### src/rtl/regfile_defs.vh
// Processor-wide default geometry and feature switches for the register file.
`ifndef REGFILE_DEFS_VH
`define REGFILE_DEFS_VH

`define RF_DATA_W   16
`define RF_ADDR_W   4
`define RF_MAX_PEND 8
`define RF_ZERO_R0  1
`define RF_BYPASS   1

`endif

### src/rtl/regfile_sb_pkg.sv
// Shared defaults and helper types for the scoreboarded register file.
package regfile_sb_pkg;

`include "regfile_defs.vh"

    localparam int DEF_DATA_W   = `RF_DATA_W;
    localparam int DEF_ADDR_W   = `RF_ADDR_W;
    localparam int DEF_MAX_PEND = `RF_MAX_PEND;
    localparam int DEF_ZERO_R0  = `RF_ZERO_R0;
    localparam int DEF_BYPASS   = `RF_BYPASS;

    // How the pending-write counter moves in a given cycle.
    typedef enum logic [1:0] {
        CNT_HOLD = 2'd0,
        CNT_INC  = 2'd1,
        CNT_DEC  = 2'd2
    } cnt_step_e;

    // A fresh reservation and a retired reservation in the same cycle cancel out.
    function automatic cnt_step_e cnt_step(input logic set_new, input logic clr_old);
        cnt_step_e step;
        step = CNT_HOLD;
        if (set_new && !clr_old) begin
            step = CNT_INC;
        end else if (clr_old && !set_new) begin
            step = CNT_DEC;
        end
        return step;
    endfunction

endpackage

### src/rtl/regfile_sb_scoreboard.sv
// Pending-write scoreboard: one busy bit per register, a running count of
// busy registers, issue back-pressure and per-operand hazard flags.
module regfile_sb_scoreboard #(
    parameter int ADDR_W   = regfile_sb_pkg::DEF_ADDR_W,
    parameter int ZERO_R0  = regfile_sb_pkg::DEF_ZERO_R0,
    parameter int BYPASS   = regfile_sb_pkg::DEF_BYPASS,
    parameter int MAX_PEND = regfile_sb_pkg::DEF_MAX_PEND
) (
    input  logic              clk,
    input  logic              reset,
    input  logic              iss_en,
    input  logic [ADDR_W-1:0] iss_addr,
    input  logic              w_en,
    input  logic [ADDR_W-1:0] w_addr,
    input  logic [ADDR_W-1:0] rs0_addr,
    input  logic [ADDR_W-1:0] rs1_addr,
    output logic              iss_rdy,
    output logic              busy0,
    output logic              busy1,
    output logic [ADDR_W:0]   pend_cnt
);

    import regfile_sb_pkg::*;

    localparam int NREGS = 2 ** ADDR_W;
    localparam logic [ADDR_W:0] PEND_LIMIT = (ADDR_W + 1)'(MAX_PEND);

    logic [NREGS-1:0] busy;
    logic             iss_is_r0;
    logic             accepted;
    logic             set_new;
    logic             clr_old;
    logic             fwd0;
    logic             fwd1;
    cnt_step_e        step;

    // Back-pressure comes straight from the registered count so it never
    // depends on this cycle's issue request.
    assign iss_rdy = (pend_cnt < PEND_LIMIT);

    // Decide which reservation changes actually alter the busy population;
    // re-issuing a busy register or retiring one that is re-reserved the same
    // cycle leaves the count alone.
    always_comb begin
        iss_is_r0 = (ZERO_R0 != 0) && (iss_addr == '0);
        accepted  = iss_en && iss_rdy && !iss_is_r0;
        set_new   = accepted && !busy[iss_addr];
        clr_old   = w_en && busy[w_addr] && !(accepted && (iss_addr == w_addr));
        step      = cnt_step(set_new, clr_old);
    end

    // Busy vector: writeback clears, issue sets; the later assignment lets a
    // new reservation win over the result it follows.
    always_ff @(posedge clk or posedge reset) begin
        if (reset) begin
            busy <= '0;
        end else begin
            if (w_en) begin
                busy[w_addr] <= 1'b0;
            end
            if (accepted) begin
                busy[iss_addr] <= 1'b1;
            end
        end
    end

    // Population count kept incrementally; it moves by at most one per cycle.
    always_ff @(posedge clk or posedge reset) begin
        if (reset) begin
            pend_cnt <= '0;
        end else begin
            case (step)
                CNT_INC: pend_cnt <= pend_cnt + (ADDR_W + 1)'(1);
                CNT_DEC: pend_cnt <= pend_cnt - (ADDR_W + 1)'(1);
                default: pend_cnt <= pend_cnt;
            endcase
        end
    end

    // Operand hazards, masked when the awaited result is being forwarded now.
    always_comb begin
        fwd0  = (BYPASS != 0) && w_en && (w_addr == rs0_addr);
        fwd1  = (BYPASS != 0) && w_en && (w_addr == rs1_addr);
        busy0 = busy[rs0_addr] && !fwd0;
        busy1 = busy[rs1_addr] && !fwd1;
    end

endmodule

### src/rtl/regfile_sb.sv
// Parametrised register file with two combinational read ports, one
// synchronous write port, optional hardwired r0, write-to-read forwarding
// and a pending-write scoreboard for the issue stage.
module regfile_sb #(
    parameter int DATA_W   = regfile_sb_pkg::DEF_DATA_W,
    parameter int ADDR_W   = regfile_sb_pkg::DEF_ADDR_W,
    parameter int ZERO_R0  = regfile_sb_pkg::DEF_ZERO_R0,
    parameter int BYPASS   = regfile_sb_pkg::DEF_BYPASS,
    parameter int MAX_PEND = regfile_sb_pkg::DEF_MAX_PEND
) (
    input  logic              clk,
    input  logic              reset,
    input  logic [ADDR_W-1:0] rs0_addr,
    input  logic [ADDR_W-1:0] rs1_addr,
    output logic [DATA_W-1:0] op0,
    output logic [DATA_W-1:0] op1,
    input  logic              w_en,
    input  logic [ADDR_W-1:0] w_addr,
    input  logic [DATA_W-1:0] w_in,
    input  logic              iss_en,
    input  logic [ADDR_W-1:0] iss_addr,
    output logic              iss_rdy,
    output logic              busy0,
    output logic              busy1,
    output logic              stall,
    output logic [ADDR_W:0]   pend_cnt
);

    localparam int NREGS = 2 ** ADDR_W;

    logic [DATA_W-1:0] mem [NREGS];
    logic              wr_ok;
    logic              fwd0;
    logic              fwd1;

    // A write to the hardwired zero register is discarded entirely, so it
    // neither updates storage nor forwards.
    always_comb begin
        wr_ok = w_en && !((ZERO_R0 != 0) && (w_addr == '0));
    end

    // Register storage, cleared as a whole by the asynchronous reset.
    always_ff @(posedge clk or posedge reset) begin
        if (reset) begin
            for (int i = 0; i < NREGS; i++) begin
                mem[i] <= '0;
            end
        end else if (wr_ok) begin
            mem[w_addr] <= w_in;
        end
    end

    // Read port 0: zero register first, then forwarded write data, then storage.
    always_comb begin
        fwd0 = (BYPASS != 0) && wr_ok && (w_addr == rs0_addr);
        op0  = mem[rs0_addr];
        if (fwd0) begin
            op0 = w_in;
        end
        if ((ZERO_R0 != 0) && (rs0_addr == '0)) begin
            op0 = '0;
        end
    end

    // Read port 1: same priority as port 0.
    always_comb begin
        fwd1 = (BYPASS != 0) && wr_ok && (w_addr == rs1_addr);
        op1  = mem[rs1_addr];
        if (fwd1) begin
            op1 = w_in;
        end
        if ((ZERO_R0 != 0) && (rs1_addr == '0)) begin
            op1 = '0;
        end
    end

    regfile_sb_scoreboard #(
        .ADDR_W   (ADDR_W),
        .ZERO_R0  (ZERO_R0),
        .BYPASS   (BYPASS),
        .MAX_PEND (MAX_PEND)
    ) u_scoreboard (
        .clk      (clk),
        .reset    (reset),
        .iss_en   (iss_en),
        .iss_addr (iss_addr),
        .w_en     (w_en),
        .w_addr   (w_addr),
        .rs0_addr (rs0_addr),
        .rs1_addr (rs1_addr),
        .iss_rdy  (iss_rdy),
        .busy0    (busy0),
        .busy1    (busy1),
        .pend_cnt (pend_cnt)
    );

    assign stall = busy0 | busy1;

endmodule

### config.mk
export PLATFORM = sky130hd
export DESIGN_NAME = regfile_sb
export DESIGN_NICKNAME = d
export VERILOG_FILES = /design/src/rtl/regfile_sb_pkg.sv /design/src/rtl/regfile_sb_scoreboard.sv /design/src/rtl/regfile_sb.sv
export VERILOG_INCLUDE_DIRS = /design/src /design/src/rtl
export SDC_FILE = /design/constraint.sdc
export NUM_CORES = 1
export LEC_CHECK = 0
export CAP_MARGIN = 20
export CORE_MARGIN = 2
export CORE_UTILIZATION = 50
export DETAILED_ROUTE_END_ITERATION = 10
export PLACE_DENSITY_LB_ADDON = 0.25
export RECOVER_POWER = 50
export SYNTH_ARGS = -nofsm -noshare
export SYNTH_HDL_FRONTEND = slang
export SYNTH_SLANG_ARGS = --single-unit
### constraint.sdc
create_clock -name clk -period 9.15 [get_ports clk]
set_input_delay 1.83 -clock clk [delete_from_list [all_inputs] [get_ports clk]]
set_output_delay 1.83 -clock clk [all_outputs]
set_load 0.005 [all_outputs]
==> impl_metrics.prom <==
# TYPE chip_impl_metric gauge
chip_impl_info{name="result_of_the_run",value="complete, but fails checks"} 1
chip_impl_info{name="violations",value="max-capacitance violations, max-slew violations"} 1
chip_impl_metric{name="achievable-frequency",unit="MHz"} 139
chip_impl_metric{name="syn_to_final_growth",unit="%"} 12.3
chip_impl_metric{name="port_buffers",unit=""} 76
chip_impl_info{name="cp-start-kind",value="input pin"} 1
chip_impl_metric{name="cts-buffers-inserted",unit=""} 31
chip_impl_metric{name="grt_pass1_wl",unit="um"} 62300
chip_impl_info{name="synth_top_family_by_area",value="multiplexers"} 1
chip_impl_metric{name="initial_core_utilization",unit=""} 0.504
chip_impl_metric{name="synthSimpleGateAreaFrac",unit=""} 0.0358
chip_impl_metric{name="grt_usage",unit=""} 0.263
chip_impl_metric{name="horiz_die_dim",unit="um"} 179
chip_impl_info{name="yosysTopAreaCell",value="sky130_fd_sc_hd__dfrtp_1"} 1
chip_impl_metric{name="met1Wirelength",unit="um"} 16800
chip_impl_metric{name="postSynthCellCount",unit=""} 1054
chip_impl_metric{name="die_y_extent",unit="um"} 179
chip_impl_metric{name="asyncSetResetFlopFracSynth",unit=""} 1.00
chip_impl_metric{name="final.setup.tns",unit="ps"} 0
chip_impl_metric{name="num-nets-final",unit=""} 1117
chip_impl_info{name="cp-end-kind",value="output pin"} 1
chip_impl_metric{name="final-setup-viol-count",unit=""} 0
chip_impl_metric{name="xor_xnor_share_of_the_synthesized_area",unit=""} 0.00802
chip_impl_metric{name="r2r_slack",unit="ps"} 6110
chip_impl_metric{name="synthMuxAreaShare",unit=""} 0.390
chip_impl_metric{name="powerDensity",unit="nW/um2"} 229
chip_impl_metric{name="postSynthRegisterBits",unit=""} 277
chip_impl_metric{name="synth_fp_nets",unit=""} 1095
chip_impl_info{name="top_layer",value="met4"} 1
chip_impl_metric{name="cts_htree_levels",unit=""} 1
chip_impl_metric{name="p_leak",unit="uW"} 0.00692
chip_impl_info{name="synth.cells.most_frequent",value="sky130_fd_sc_hd__dfrtp_1, sky130_fd_sc_hd__mux2_2, sky130_fd_sc_hd__mux4_2, sky130_fd_sc_hd__clkbuf_1, sky130_fd_sc_hd__nand2_1"} 1
chip_impl_metric{name="critPathArrivalTime",unit="ps"} 5350
chip_impl_metric{name="postCtsSetupRepairBufs",unit=""} 0
chip_impl_metric{name="dr_wl_met2",unit="um"} 19300
chip_impl_metric{name="cts-hold-fix-buffers",unit=""} 0
chip_impl_metric{name="insertion_delay",unit="ps"} 560
chip_impl_info{name="synth_area_leaders",value="sky130_fd_sc_hd__dfrtp_1, sky130_fd_sc_hd__mux4_2, sky130_fd_sc_hd__mux2_2, sky130_fd_sc_hd__a22o_1, sky130_fd_sc_hd__a221oi_1"} 1
chip_impl_metric{name="max_slew_margin",unit=""} -0.553
chip_impl_metric{name="vdd_ir_drop_max",unit="mV"} 0.152
chip_impl_metric{name="synth_warnings",unit=""} 0
chip_impl_info{name="cts_tree",value="done"} 1
chip_impl_metric{name="finalHoldWorstSlack",unit="ps"} 393
chip_impl_metric{name="synth_compound_gate_area_share",unit=""} 0.0655
chip_impl_metric{name="post_detailed_route_drc_marker_count",unit=""} 0
chip_impl_metric{name="vias",unit=""} 9791
chip_impl_metric{name="max_cap_viol_count",unit=""} 1
chip_impl_metric{name="insertedDiodeCount",unit=""} 0
chip_impl_metric{name="core_region_area",unit="um2"} 30300
chip_impl_metric{name="drive_gt1_frac",unit=""} 0.437
chip_impl_metric{name="pin_count",unit=""} 77
chip_impl_metric{name="synth.distinct_cells",unit=""} 48
chip_impl_metric{name="final.period_utilization",unit=""} 0.785
chip_impl_metric{name="path_max_fanout",unit=""} 17
chip_impl_metric{name="clkSinkCount",unit=""} 277
chip_impl_metric{name="grt_antenna_before_repair",unit=""} 0
chip_impl_metric{name="cts.reportedPaths.clkPinSlew",unit="ps"} 60
chip_impl_metric{name="number_of_global_route_vias_before_repair",unit=""} 10335
chip_impl_info{name="synth_most_common_cell",value="sky130_fd_sc_hd__dfrtp_1"} 1
chip_impl_metric{name="totalWireLength",unit="um"} 40100
chip_impl_metric{name="layout.core_utilization",unit=""} 0.565
chip_impl_info{name="clk_root_buffer_cell",value="sky130_fd_sc_hd__clkbuf_16"} 1
chip_impl_metric{name="wl_per_cell",unit="um"} 26.9
chip_impl_metric{name="grt_max_degree",unit=""} 165
chip_impl_metric{name="tightestPinTransition",unit="ps"} 2330
chip_impl_metric{name="detail_route.iter0.violations",unit=""} 856
chip_impl_metric{name="fin_worst_skew",unit="ps"} 1.84
chip_impl_metric{name="routed_via_density",unit=""} 6.58
chip_impl_metric{name="final_area",unit="um2"} 17200
chip_impl_info{name="ys.flop_type",value="sky130_fd_sc_hd__dfrtp_1"} 1
chip_impl_metric{name="synthesis.area",unit="um2"} 15300
chip_impl_info{name="worst_hold_path_type",value="flop to flop"} 1
chip_impl_metric{name="report.final.slew_viol_count",unit=""} 42
chip_impl_metric{name="antenna_violating_nets_post_route",unit=""} 0
chip_impl_metric{name="place_congestion",unit=""} 0.826
chip_impl_metric{name="final-hold-violation-count",unit=""} 0
chip_impl_metric{name="post-route-min-period",unit="ps"} 7180
chip_impl_metric{name="overflow",unit=""} 0
chip_impl_metric{name="critical_path_required",unit="ps"} 7320
chip_impl_info{name="setup.worst_path.class",value="input pin to output pin"} 1
chip_impl_metric{name="met3RoutedLength",unit="um"} 3020
chip_impl_metric{name="synth_enable_flop_cells",unit=""} 0
chip_impl_metric{name="synth_sequential_area_ratio",unit=""} 0.453
chip_impl_metric{name="cts_buffer_depth",unit=""} 3
chip_impl_metric{name="synthAdderAreaFrac",unit=""} 0.00458
chip_impl_metric{name="drtPass1Iterations",unit=""} 5
chip_impl_metric{name="synthesized_area_per_cell",unit="um2"} 14.5
chip_impl_metric{name="yosysTopAreaCellShare",unit=""} 0.453
chip_impl_info{name="rsz_0062_raised_after_global_routing",value="false"} 1
chip_impl_metric{name="cts-resized-gates",unit=""} 0
chip_impl_metric{name="detailed_place.area",unit="um2"} 16200
chip_impl_metric{name="rows",unit=""} 64
chip_impl_metric{name="die_area",unit="um2"} 32000
chip_impl_metric{name="dp_hpwl",unit="um"} 23100
## through the flow
step	std cells	worst slack [ps]	total power [uW]
after global routing	1488	1860	4140
after global placement	1437	2090	2720
after CTS	1486	2050	3960
after floorplan	1054	3650	2430
after detailed placement	1437	2060	2760
final	1488	1970	3930
## kinds of logic (layout without fill, tap and decap cells)
kind of cell    count (synthesis)  after routing
flops                         277            277
buf+inv                       125            163
xor+xnor                       14             14
compound gates                140            140
simple gates                  107            107
fa+ha+maj                       5              5
mux                           386            386
## layer usage
metal | vias to the layer above | track usage
met1 | 5223 | 0.364
met4 | 0 | 0.0735
met5 | - | 0
met2 | 367 | 0.423
li1 | 4123 | -
met3 | 78 | 0.0556
## layout by cell type (no fill, tap or decap), types with 3 or more instances in the layout
cell type                         Yosys  routed
sky130_fd_sc_hd__a21o_1               3       3
sky130_fd_sc_hd__a21oi_1              6       6
sky130_fd_sc_hd__a221oi_1            31      31
sky130_fd_sc_hd__a22o_1              36      36
sky130_fd_sc_hd__a22oi_1              4       4
sky130_fd_sc_hd__buf_4               20      31
sky130_fd_sc_hd__clkbuf_1            52       4
sky130_fd_sc_hd__clkbuf_16            0      31
sky130_fd_sc_hd__clkbuf_8             0       8
sky130_fd_sc_hd__clkdlybuf4s50_1      0      63
sky130_fd_sc_hd__clkinv_2             0       4
sky130_fd_sc_hd__clkinvlp_4           0       3
sky130_fd_sc_hd__dfrtp_1            277     277
sky130_fd_sc_hd__dlygate4sd3_1        0       9
sky130_fd_sc_hd__ha_1                 4       4
sky130_fd_sc_hd__inv_1                7       6
sky130_fd_sc_hd__mux2_1               7       7
sky130_fd_sc_hd__mux2_2             233     233
sky130_fd_sc_hd__mux4_2             144     144
sky130_fd_sc_hd__nand2_1             47      47
sky130_fd_sc_hd__nand2b_1             7       7
sky130_fd_sc_hd__nand3_1              3       3
sky130_fd_sc_hd__nand4_1              3       3
sky130_fd_sc_hd__nor2_1              12       9
sky130_fd_sc_hd__nor2_2               7      10
sky130_fd_sc_hd__nor2b_1              9       3
sky130_fd_sc_hd__nor2b_2              0       6
sky130_fd_sc_hd__nor3_1               5       5
sky130_fd_sc_hd__nor3b_1              3       3
sky130_fd_sc_hd__o21ai_0             33      33
sky130_fd_sc_hd__o21ai_1             17      17
sky130_fd_sc_hd__xnor2_1             10      10
sky130_fd_sc_hd__xor2_1               4       4
## flip-flops by register name, summed over array words and instances, names as in the netlist
name,cells
mem,256
u_scoreboard.busy,16
u_scoreboard.pend_cnt,5
## worst paths after layout
| check | from | endpoint | depth (start not counted) |
|---|---|---|---|
| min reg2reg | mem[241] | mem[241] | 0 |
| min in group asynchronous | reset | mem[219] | 3 |
| max | w_addr[0] | op0[15] | 8 |
| max reg2reg | u_scoreboard.busy[3] | u_scoreboard.pend_cnt[4] | 10 |
| min | mem[241] | mem[241] | 0 |
| max in group asynchronous | reset | mem[179] | 4 |
## where the power goes
| group | total (uW) | switching (uW) | internal, uW | leakage (uW) |
|---|---|---|---|---|
| clock network | 1190 | 492 | 701 | 0.000473 |
| logic | 1010 | 370 | 638 | 0.00302 |
| registers | 1730 | 216 | 1510 | 0.00343 |
| total | 3930 | 1080 | 2850 | 0.00692 |
## final cells by class
class / count / area [um2]
Inverter: 7 / 30.0
Fill cell: 2410 / 13200
Multi-Input combinational cell: 652 / 7720
Sequential cell: 277 / 6930
Clock inverter: 7 / 65.1
Clock buffer: 42 / 897
Tap cell: 396 / 495
Timing Repair Buffer: 107 / 1020
## critical path, stage by stage
cell and delay (ps):
sky130_fd_sc_hd__dlygate4sd3_1 1000, sky130_fd_sc_hd__xnor2_1 200, sky130_fd_sc_hd__nand3_1 170, sky130_fd_sc_hd__nor3_4 200, sky130_fd_sc_hd__buf_4 330, sky130_fd_sc_hd__a21o_1 720
sky130_fd_sc_hd__o21ai_0 360, sky130_fd_sc_hd__clkdlybuf4s50_1 530
Note: power is estimated with default switching activity, not from simulation.
